**src/rtl/ascon_block_loader_pkg.sv**
```systemverilog
// Shared types and constants for the Ascon-128 block loader.
package ascon_block_loader_pkg;

  localparam int          RATE_BYTES = 8;
  localparam logic [63:0] PAD_BLOCK  = 64'h8000_0000_0000_0000;

  typedef logic [63:0] rate_block_t;

  typedef enum logic {
    FILL        = 1'b0,
    PAD_PENDING = 1'b1
  } loader_state_t;

endpackage

```
**src/rtl/ascon_block_loader_if.sv**
```systemverilog
// Byte-stream input side and FSM block-output side of the loader.
interface ascon_block_loader_if;
  import ascon_block_loader_pkg::*;

  logic [7:0]  byte_i;
  logic        byte_valid_i;
  logic        byte_last_i;
  logic        byte_type_i;
  logic        pad_only_i;
  logic        byte_ready_o;
  logic        ready_i;
  logic        data_valid_o;
  rate_block_t block_o;
  logic        block_type_o;
  logic        block_last_o;
  logic [3:0]  valid_bytes_o;
  logic        protocol_err_o;

  modport slave (
    input  byte_i, byte_valid_i, byte_last_i, byte_type_i, pad_only_i, ready_i,
    output byte_ready_o, data_valid_o, block_o, block_type_o, block_last_o,
           valid_bytes_o, protocol_err_o
  );

  modport master (
    output byte_i, byte_valid_i, byte_last_i, byte_type_i, pad_only_i, ready_i,
    input  byte_ready_o, data_valid_o, block_o, block_type_o, block_last_o,
           valid_bytes_o, protocol_err_o
  );
endinterface

```
**src/rtl/ascon_block_loader_pad_lane.sv**
```systemverilog
// Ascon padding of a partial rate block: lanes below idx pass through,
// lane idx becomes 0x80, higher lanes are zeroed. idx==8 passes the block unchanged.
module ascon_pad_lane
  import ascon_block_loader_pkg::*;
(
  input  rate_block_t blk_i,
  input  logic [3:0]  idx_i,
  output rate_block_t blk_o
);

  for (genvar l = 0; l < RATE_BYTES; l++) begin : g_lane
    assign blk_o[63-8*l -: 8] = (4'(l) <  idx_i) ? blk_i[63-8*l -: 8] :
                                (4'(l) == idx_i) ? 8'h80 : 8'h00;
  end

endmodule

```
**src/rtl/ascon_block_loader.sv**
```systemverilog
// Ascon-128 rate-block loader: assembles bytes into padded 64-bit blocks and
// hands them to the control FSM through a one-deep output holding register.
// Optional statistics counters are enabled with ASCON_LOADER_STATS_EN.
module ascon_block_loader #(
  parameter int RATE_BYTES = 8
) (
  input  logic                 clock_i,
  input  logic                 resetb_i,
  ascon_block_loader_if.slave  bus
`ifdef ASCON_LOADER_STATS_EN
  ,
  output logic [15:0]          blocks_sent_o,
  output logic [7:0]           pad_blocks_o
`endif
);
  import ascon_block_loader_pkg::*;

  if (RATE_BYTES != 8) begin : g_bad_rate
    $error("ascon_block_loader: RATE_BYTES must be 8 for Ascon-128");
  end

  loader_state_t state_q, state_d;
  rate_block_t   asm_q, asm_d, out_q, out_d, blk_q, blk_d;
  logic [3:0]    idx_q, idx_d, asm_vb_q, asm_vb_d, out_vb_q, out_vb_d, bv_q, bv_d;
  logic          asm_full_q, asm_full_d, asm_type_q, asm_type_d, asm_last_q, asm_last_d;
  logic          out_full_q, out_full_d, out_type_q, out_type_d, out_last_q, out_last_d;
  logic          pad_q, pad_d, pad_type_q, pad_type_d;
  logic          wait_low_q, wait_low_d, err_q, err_d;
  logic          dv_q, dv_d, bt_q, bt_d, bl_q, bl_d;

  logic          fire, move, byte_ready, acc, typ;
  logic [3:0]    n_bytes;
  logic [5:0]    shamt;
  rate_block_t   base, wr, padded;

  assign fire       = out_full_q && bus.ready_i && !wait_low_q;
  assign move       = asm_full_q && (!out_full_q || fire);
  assign byte_ready = (state_q == FILL) && !(asm_full_q && out_full_q);
  assign acc        = bus.byte_valid_i && byte_ready && !bus.pad_only_i;
  assign n_bytes    = idx_q + 4'd1;
  // lane k sits at bit offset 8*(7-k); ~k equals 7-k for a 3-bit lane index
  assign shamt      = {~idx_q[2:0], 3'b000};
  // a byte accepted while a completed block leaves starts a fresh assembly
  assign base       = move ? '0 : asm_q;
  assign wr         = base | ({56'h0, bus.byte_i} << shamt);

  ascon_pad_lane u_pad (
    .blk_i (wr),
    .idx_i (n_bytes),
    .blk_o (padded)
  );

  // Next state: output handshake, assembly drain, pad insertion, byte intake
  always_comb begin
    state_d    = state_q;
    asm_d      = asm_q;      idx_d      = idx_q;      asm_full_d = asm_full_q;
    asm_type_d = asm_type_q; asm_last_d = asm_last_q; asm_vb_d   = asm_vb_q;
    pad_d      = pad_q;      pad_type_d = pad_type_q;
    out_d      = out_q;      out_full_d = out_full_q; out_type_d = out_type_q;
    out_last_d = out_last_q; out_vb_d   = out_vb_q;
    dv_d       = fire;       blk_d      = blk_q;      bt_d       = bt_q;
    bl_d       = bl_q;       bv_d       = bv_q;
    wait_low_d = wait_low_q; err_d      = err_q;
    typ        = (idx_q == 4'd0) ? bus.byte_type_i : asm_type_q;

    if (fire) begin
      blk_d = out_q; bt_d = out_type_q; bl_d = out_last_q; bv_d = out_vb_q;
      out_full_d = 1'b0;
      wait_low_d = 1'b1;
    end else if (!bus.ready_i) begin
      wait_low_d = 1'b0;
    end

    if (move) begin
      out_d = asm_q; out_type_d = asm_type_q; out_last_d = asm_last_q;
      out_vb_d = asm_vb_q; out_full_d = 1'b1;
      asm_d = '0; asm_full_d = 1'b0; asm_vb_d = 4'd0; asm_last_d = 1'b0;
    end

    if (state_q == PAD_PENDING) begin
      if (pad_q && (!asm_full_q || move)) begin
        asm_d = PAD_BLOCK; asm_full_d = 1'b1; asm_vb_d = 4'd0;
        asm_last_d = 1'b1; asm_type_d = pad_type_q; pad_d = 1'b0;
      end else if (!pad_q && move) begin
        state_d = FILL;
      end
    end else if (bus.pad_only_i) begin
      if (bus.byte_valid_i) err_d = 1'b1;
      if (idx_q == 4'd0) begin
        state_d = PAD_PENDING; pad_d = 1'b1; pad_type_d = bus.byte_type_i;
      end else begin
        err_d = 1'b1;
      end
    end else if (acc) begin
      if (idx_q != 4'd0 && bus.byte_type_i != asm_type_q) err_d = 1'b1;
      asm_type_d = typ;
      if (idx_q == 4'd7) begin
        asm_d = wr; asm_full_d = 1'b1; asm_vb_d = 4'd8; asm_last_d = 1'b0; idx_d = 4'd0;
        if (bus.byte_last_i) begin
          state_d = PAD_PENDING; pad_d = 1'b1; pad_type_d = typ;
        end
      end else if (bus.byte_last_i) begin
        asm_d = padded; asm_full_d = 1'b1; asm_vb_d = n_bytes; asm_last_d = 1'b1; idx_d = 4'd0;
      end else begin
        asm_d = wr; idx_d = n_bytes;
      end
    end
  end

  // State registers, cleared asynchronously; partial blocks and pending pads are dropped
  always_ff @(posedge clock_i or negedge resetb_i) begin
    if (!resetb_i) begin
      state_q  <= FILL;
      asm_q    <= '0;   idx_q    <= '0;   asm_full_q <= 1'b0; asm_type_q <= 1'b0;
      asm_last_q <= 1'b0; asm_vb_q <= '0; pad_q <= 1'b0;      pad_type_q <= 1'b0;
      out_q    <= '0;   out_full_q <= 1'b0; out_type_q <= 1'b0; out_last_q <= 1'b0;
      out_vb_q <= '0;   dv_q     <= 1'b0; blk_q <= '0;        bt_q <= 1'b0;
      bl_q     <= 1'b0; bv_q     <= '0;   wait_low_q <= 1'b0; err_q <= 1'b0;
    end else begin
      state_q  <= state_d;
      asm_q    <= asm_d;    idx_q    <= idx_d;    asm_full_q <= asm_full_d; asm_type_q <= asm_type_d;
      asm_last_q <= asm_last_d; asm_vb_q <= asm_vb_d; pad_q <= pad_d;       pad_type_q <= pad_type_d;
      out_q    <= out_d;    out_full_q <= out_full_d; out_type_q <= out_type_d; out_last_q <= out_last_d;
      out_vb_q <= out_vb_d; dv_q     <= dv_d;     blk_q <= blk_d;         bt_q <= bt_d;
      bl_q     <= bl_d;     bv_q     <= bv_d;     wait_low_q <= wait_low_d; err_q <= err_d;
    end
  end

  assign bus.byte_ready_o   = byte_ready;
  assign bus.data_valid_o   = dv_q;
  assign bus.block_o        = blk_q;
  assign bus.block_type_o   = bt_q;
  assign bus.block_last_o   = bl_q;
  assign bus.valid_bytes_o  = bv_q;
  assign bus.protocol_err_o = err_q;

`ifdef ASCON_LOADER_STATS_EN
  logic [15:0] sent_q, sent_d;
  logic [7:0]  padc_q, padc_d;

  // Counters advance on each block handed to the FSM
  always_comb begin
    sent_d = sent_q;
    padc_d = padc_q;
    if (fire) begin
      sent_d = sent_q + 16'd1;
      if (out_vb_q == 4'd0 && padc_q != 8'hFF) padc_d = padc_q + 8'd1;
    end
  end

  // Counter registers
  always_ff @(posedge clock_i or negedge resetb_i) begin
    if (!resetb_i) begin
      sent_q <= '0;
      padc_q <= '0;
    end else begin
      sent_q <= sent_d;
      padc_q <= padc_d;
    end
  end

  assign blocks_sent_o = sent_q;
  assign pad_blocks_o  = padc_q;
`endif

endmodule

```
**src/flat_wrapper.sv**
```systemverilog
// flat-port wrapper written by rule: the top's interface ports become plain ports
module ascon_block_loader_flat import ascon_block_loader_pkg::*;
#(
  parameter int RATE_BYTES = 8
)
  (clock_i, resetb_i, bus_byte_i, bus_byte_valid_i, bus_byte_last_i, bus_byte_type_i, bus_pad_only_i, bus_ready_i, bus_byte_ready_o, bus_data_valid_o, bus_block_o, bus_block_type_o, bus_block_last_o, bus_valid_bytes_o, bus_protocol_err_o);
  ascon_block_loader_if bus_i ();
  input  logic clock_i;
  input  logic resetb_i;
  input wire logic [$bits(bus_i.byte_i)-1:0] bus_byte_i;
  input wire logic [$bits(bus_i.byte_valid_i)-1:0] bus_byte_valid_i;
  input wire logic [$bits(bus_i.byte_last_i)-1:0] bus_byte_last_i;
  input wire logic [$bits(bus_i.byte_type_i)-1:0] bus_byte_type_i;
  input wire logic [$bits(bus_i.pad_only_i)-1:0] bus_pad_only_i;
  input wire logic [$bits(bus_i.ready_i)-1:0] bus_ready_i;
  output wire logic [$bits(bus_i.byte_ready_o)-1:0] bus_byte_ready_o;
  output wire logic [$bits(bus_i.data_valid_o)-1:0] bus_data_valid_o;
  output wire logic [$bits(bus_i.block_o)-1:0] bus_block_o;
  output wire logic [$bits(bus_i.block_type_o)-1:0] bus_block_type_o;
  output wire logic [$bits(bus_i.block_last_o)-1:0] bus_block_last_o;
  output wire logic [$bits(bus_i.valid_bytes_o)-1:0] bus_valid_bytes_o;
  output wire logic [$bits(bus_i.protocol_err_o)-1:0] bus_protocol_err_o;
  assign bus_i.byte_i = bus_byte_i;
  assign bus_i.byte_valid_i = bus_byte_valid_i;
  assign bus_i.byte_last_i = bus_byte_last_i;
  assign bus_i.byte_type_i = bus_byte_type_i;
  assign bus_i.pad_only_i = bus_pad_only_i;
  assign bus_i.ready_i = bus_ready_i;
  assign bus_byte_ready_o = bus_i.byte_ready_o;
  assign bus_data_valid_o = bus_i.data_valid_o;
  assign bus_block_o = bus_i.block_o;
  assign bus_block_type_o = bus_i.block_type_o;
  assign bus_block_last_o = bus_i.block_last_o;
  assign bus_valid_bytes_o = bus_i.valid_bytes_o;
  assign bus_protocol_err_o = bus_i.protocol_err_o;
  ascon_block_loader #(.RATE_BYTES(RATE_BYTES)) u_core (.clock_i(clock_i), .resetb_i(resetb_i), .bus(bus_i));
endmodule
```
**config.mk**
```make
export PLATFORM = sky130hd
export DESIGN_NAME = ascon_block_loader_flat
export DESIGN_NICKNAME = d
export VERILOG_FILES = /design/src/rtl/ascon_block_loader_pkg.sv /design/src/rtl/ascon_block_loader_if.sv /design/src/rtl/ascon_block_loader_pad_lane.sv /design/src/rtl/ascon_block_loader.sv /design/src/flat_wrapper.sv
export SDC_FILE = /design/constraint.sdc
export NUM_CORES = 1
export LEC_CHECK = 0
export BUFFER_PORTS_ARGS = -buffer_cell sky130_fd_sc_hd__buf_2
export CAP_MARGIN = 20
export CELL_PAD_IN_SITES_DETAIL_PLACEMENT = 1
export CELL_PAD_IN_SITES_GLOBAL_PLACEMENT = 1
export CORE_UTILIZATION = 49
export DETAILED_ROUTE_END_ITERATION = 10
export PLACE_DENSITY = 0.8
export SYNTH_ARGS = -nofsm -noshare
export SYNTH_HDL_FRONTEND = slang
export SYNTH_SLANG_ARGS = --single-unit
```
**constraint.sdc**
```tcl
create_clock -name clock_i -period 2.6 [get_ports clock_i]
set_input_delay 0.39 -clock clock_i [delete_from_list [all_inputs] [get_ports clock_i]]
set_output_delay 0.39 -clock clock_i [all_outputs]
set_load 0.05 [all_outputs]
```
======== Yosys cells after proc, flatten, opt, wreduce, memory -nomap -nowiden ========
Cells that the tools add are included.
storage, ports and cells
  register bits ........................... 222
  bits of input ports ..................... 15
operators by class
  magnitude comparators ................... 8
  equal/unequal tests ..................... 15
  bitwise operators ....................... 4
  muxes and demuxes ....................... 80
  shifts and indexed selects .............. 1
  reductions and logical operators ........ 35
  $add $sub $neg .......................... 1
operator list
  kind                 number
  $mux 64              7
  $mux 8               16
  $or 64x64->64        1
  $shl 8x6->64         1
  $mux 1               48
  $mux 4               9
  $eq 3x4->1 const A   4
  $lt 3x4->1 const A   4
  $reduce_bool 2->1    6
  $logic_and 1x1->1    10
  $reduce_and 5->1     2
  $reduce_bool 3->1    3
  $eq 2x4->1 const A   2
  $logic_not 4->1      2
  $lt 1x4->1 const A   2
  $lt 2x4->1 const A   2
  $logic_not 1->1      6
  $ne 2x1->1 const B   3
  $reduce_and 3->1     2
  $add 4x1->4 const B  1
  $eq 1x4->1 const A   1
  $eq 4x3->1 const B   1
  $reduce_and 4->1     1
  $reduce_bool 4->1    1
  other kinds (7)      9

======== Longest topological paths before layout ========
  depth in word-level cells ............... 12
  gate-level depth with buffers ........... 8
  depth with buffers taken out ............ 7

======== By module ========
Synthesis repeated with hierarchy kept, for this count alone.
second synthesis, totals
  cell total of the unflattened synthesis .. 1023
  area, all modules ....................... 11119.4 µm²
modules (own cells, without submodules)
  module              area each (µm²)  sequential area each (µm²)  instances  cells each
  ascon_block_loader  10530.1          5555.3                      1          935
  ascon_pad_lane      589.3            0.0                         1          88

======== Worst setup path after synthesis ========
Ideal clock, no wire load.
  kind .................................... register to register
  start point ............................. reg u_core.idx_q[1]
  end point ............................... reg u_core.asm_q[55]
  path buffers ............................ 1
  arrival time ............................ 1.961 ns
  stages on the path, launching flop included .. 7
  slack ................................... 0.513 ns
  period minus slack after synthesis ...... 2.087 ns
  cells stage by stage .................... dfrtp_1 -> buf_2 -> inv_1 -> ha_1 -> nor3_1 -> nor4_4 -> a221o_1
between the ends
  longest elaborated chain between the ends .. 9
ends and longest elaborated chain
  element                                                              RTL line                   RTL
  from (decl)                                                          ascon_block_loader.sv:24   logic [3:0] idx_q, idx_d, asm_vb_q, asm_vb_d, out_vb_q, out_vb_d, bv_q, bv_d;
  from (signal assigned)                                               ascon_block_loader.sv:121  asm_q <= asm_d; idx_q <= idx_d; asm_full_q <= asm_full_d; asm_type_q <= asm_type_d;
  parallel branches: the longest is 5 deep, another holds $add 4x1->4  --
  $mux 64 (*)                                                          ascon_block_loader.sv:97   if (idx_q == 4'd7) begin
  $mux 64 (*)                                                          ascon_block_loader.sv:94   end else if (acc) begin
  $mux 64 (*)                                                          ascon_block_loader.sv:87   end else if (bus.pad_only_i) begin
  $mux 64 (*)                                                          ascon_block_loader.sv:80   if (state_q == PAD_PENDING) begin
  via u_core.asm_d[55]                                                 ascon_block_loader.sv:23   rate_block_t asm_q, asm_d, out_q, out_d, blk_q, blk_d;
  to (signal assigned)                                                 ascon_block_loader.sv:121
  to (decl)                                                            ascon_block_loader.sv:23
Mark *: on every way through the listed nets, which the timed path passes.
A chain may end at the register's enable or synchronous reset.

======== Worst setup path in the final report ========
  start point ............................. reg u_core.idx_q[3]
  end point ............................... reg u_core.asm_q[43]
between the ends
  longest elaborated chain between the ends .. 8
ends and longest elaborated chain
  element               RTL line                           RTL
  $add 4x1->4           ascon_block_loader.sv:40           assign n_bytes = idx_q + 4'd1;
  $lt 2x4->1            ascon_block_loader_pad_lane.sv:12  assign blk_o[63-8*l -: 8] = (4'(l) < idx_i) ? blk_i[63-8*l -: 8] :
  $mux 8                ascon_block_loader_pad_lane.sv:12
  $mux 64               ascon_block_loader.sv:102          end else if (bus.byte_last_i) begin
  $mux 64 (*)           ascon_block_loader.sv:97
  $mux 64 (*)           ascon_block_loader.sv:94
  $mux 64 (*)           ascon_block_loader.sv:87
  $mux 64 (*)           ascon_block_loader.sv:80
  via u_core.asm_d[43]  ascon_block_loader.sv:23
The timed path passes the listed nets; every way through them passes the cells marked *.

==> results.json <==
{
  "ys_top_cells_by_area": "dfrtp_1, mux2_2, a22o_1, nand2_1, nor2_1",
  "num-fill-cells": 1772,
  "required_ns": 2.99,
  "synth_top_cell_area_share": 0.6047,
  "clock_power_share": 0.268,
  "finalHoldViolations": 0,
  "grt_max_degree": 81,
  "r2r_setup_slack_ns": 0.34,
  "setup_tns_ns": 0,
  "diodes": 0,
  "utilization": 0.5962,
  "post-place-ws_ns": 0.3836,
  "drv_slew": 0,
  "setup_viol": 0,
  "synth_commonest_cells": "dfrtp_1, mux2_2, a22o_1, nand2_1, nor2_1",
  "cp-start-kind": "flip-flop",
  "dp_cells": 951,
  "clock_skew_ns": 0.009844,
  "r2r_cells": 5,
  "drive_gt1_frac": 0.4217,
  "globalplace.congestion": 0.8981,
  "yosys.cell_types.count": 71,
  "cts_setup_buffers": 0,
  "internal_power_mw": 8.438,
  "tritoncts": "yes",
  "ys_ff_latch": 222,
  "rsz0062_at_grt": "false",
  "syn_to_final_growth_pct": 17.76,
  "cts_buffers": 24,
  "design_area_um2": 10820,
  "coreArea_um2": 18150,
  "viasPerCell": 5.809,
  "die_area_um2": 19300,
  "max_slew_margin": 0.5559,
  "ctsResizeCount": 0,
  "final_cells": 995,
  "min_path_cells": 2,
  "clk_pin_slew_ns": 0.06,
  "critPathArrivalTime_ns": 2.65,
  "clock-sinks": 222,
  "seq_area_frac_synth": 0.6047,
  "fin_nets": 770,
  "antenna_found_initial": 0,
  "detail-route-antenna-nets": 0,
  "initial_core_util": 0.5063,
  "cap_viol_max_count": 0,
  "async_flop_share": 1.000,
  "comb_power_share": 0.341,
  "worstMarginPinSlew_ns": 0.6662,
  "synth_area_per_cell_um2": 14.16,
  "routed_wl_um": 22290,
  "synthCells": 649,
  "die_h_um": 138.9,
  "grt_first_pass_wirelength_um": 37050,
  "drtIter0Drc": 326,
  "rows": 49,
  "wl_per_cell_um": 22.40,
  "grt_pass1_vias": 6544,
  "outcome": "complete, no violations",
  "dpl_cell_area_um2": 9953,
  "critPathCaptureType": "flip-flop",
  "drc": 0,
  "port-buffer-count": 87,
  "synthFlopType": "dfrtp_1",
  "ctsHoldBuffers": 1,
  "cts_buffer_depth": 3,
  "min_period_over_period": 0.8702,
  "htreeDepth": 1,
  "cp_max_fo": 14,
  "powerDensity_nw_per_um2": 1247,
  "synth_fp_nets": 670,
  "grt_overflow": 0,
  "p_sw_mw": 5.052,
  "synth_area_um2": 9188,
  "min_path_type": "primary input to flip-flop",
  "first_pass_iters": 6,
  "finalPower_mw": 13.49,
  "synth.most_common_cell": "dfrtp_1",
  "io_pins": 88,
  "yosysTopAreaCell": "dfrtp_1",
  "synth-edff-count": 0,
  "worst_slack_ns": 0.3375,
  "vias": 5780,
  "p_leak_nw": 5.448,
  "gr-usage-all-layers": 0.2436,
  "ir_drop_v": 0.0008883,
  "die_w_um": 138.9,
  "dp_hpwl_um": 15130,
  "clock_latency_ns": 0.51,
  "critPathKind": "flip-flop to flip-flop",
  "final.min_clock_period_ns": 2.262,
  "yosys_warnings": 0,
  "clock-root-buffer": "clkbuf_16",
  "max_freq_mhz": 442.0,
  "hold_ws_ns": 0.1211,
  "swShare": 0.3745,
  "seq_power_share": 0.391
}
## final timing paths
path                                         start                 endpoint
min                                    bus_ready_i        u_core.wait_low_q
max in group asynchronous                 resetb_i   u_core.bus.block_o[60]
min reg2reg                u_core.bus.block_last_o  u_core.bus.block_last_o
max reg2reg                        u_core.idx_q[3]         u_core.asm_q[43]
min in group asynchronous                 resetb_i   u_core.bus.block_o[10]
max                                u_core.idx_q[3]         u_core.asm_q[43]
## power by group through the flow
stage / registers (mW) / clock network, mW / logic, mW
2_1_floorplan: 6.26 / 0 / 2.29
3_3_place_gp: 5.22 / 0 / 4.41
3_5_place_dp: 5.31 / 0 / 4.58
4_1_cts: 5.28 / 3.69 / 4.63
5_1_grt: 5.41 / 3.81 / 4.90
6_report: 5.27 / 3.62 / 4.60
## final cells by class
cell class / count / area [um^2] / area share
well taps: 229 / 286.5 / 0.02648
clock inverters: 6 / 105.1 / 0.009714
inverters: 9 / 33.78 / 0.003122
clock buffers: 37 / 750.7 / 0.06939
repair buffers: 113 / 680.7 / 0.06291
multi-input cells: 379 / 3407 / 0.3149
flip-flops and latches: 222 / 5555 / 0.5135
## kinds of logic after synthesis
group           Yosys count  synth area share
flops                   222            0.6047
mux                     143            0.1750
fa+ha+maj                 6          0.008171
xor+xnor                  2          0.001907
simple gates             97           0.06455
buf+inv                  48           0.02615
compound gates          131            0.1196
## sequential cells by signal (all words and copies together), names as in the netlist, 4 cells and up
register,cells
u_core.asm_q,64
u_core.bus.block_o,64
u_core.out_q,64
u_core.asm_vb_q,4
u_core.bus.valid_bytes_o,4
u_core.idx_q,4
u_core.out_vb_q,4
## routing by layer
layer,global-route usage,wire length (um)
met4,0.08480,641
met1,0.3178,9623
met5,0,0
met3,0.03626,833
met2,0.4168,11190
## cells in the final DEF (no fill, tap or decap), types with 8 or more instances in the layout
cell type / n
nand2_1: 27
clkbuf_8: 8
a22o_1: 52
nor2_1: 22
buf_4: 22
a21oi_1: 15
inv_1: 9
buf_2: 86
o21ai_0: 8
dfrtp_1: 222
clkbuf_16: 25
mux2_2: 141
## critical path, cell delays in order (launching register included)
cell and delay [ns]:
dfrtp_1 0.66, and4_1 0.36, o2bb2ai_2 0.16, and2_1 0.41, a31oi_2 0.25, a22o_1 0.30
Note: power is estimated with default switching activity, not from simulation.
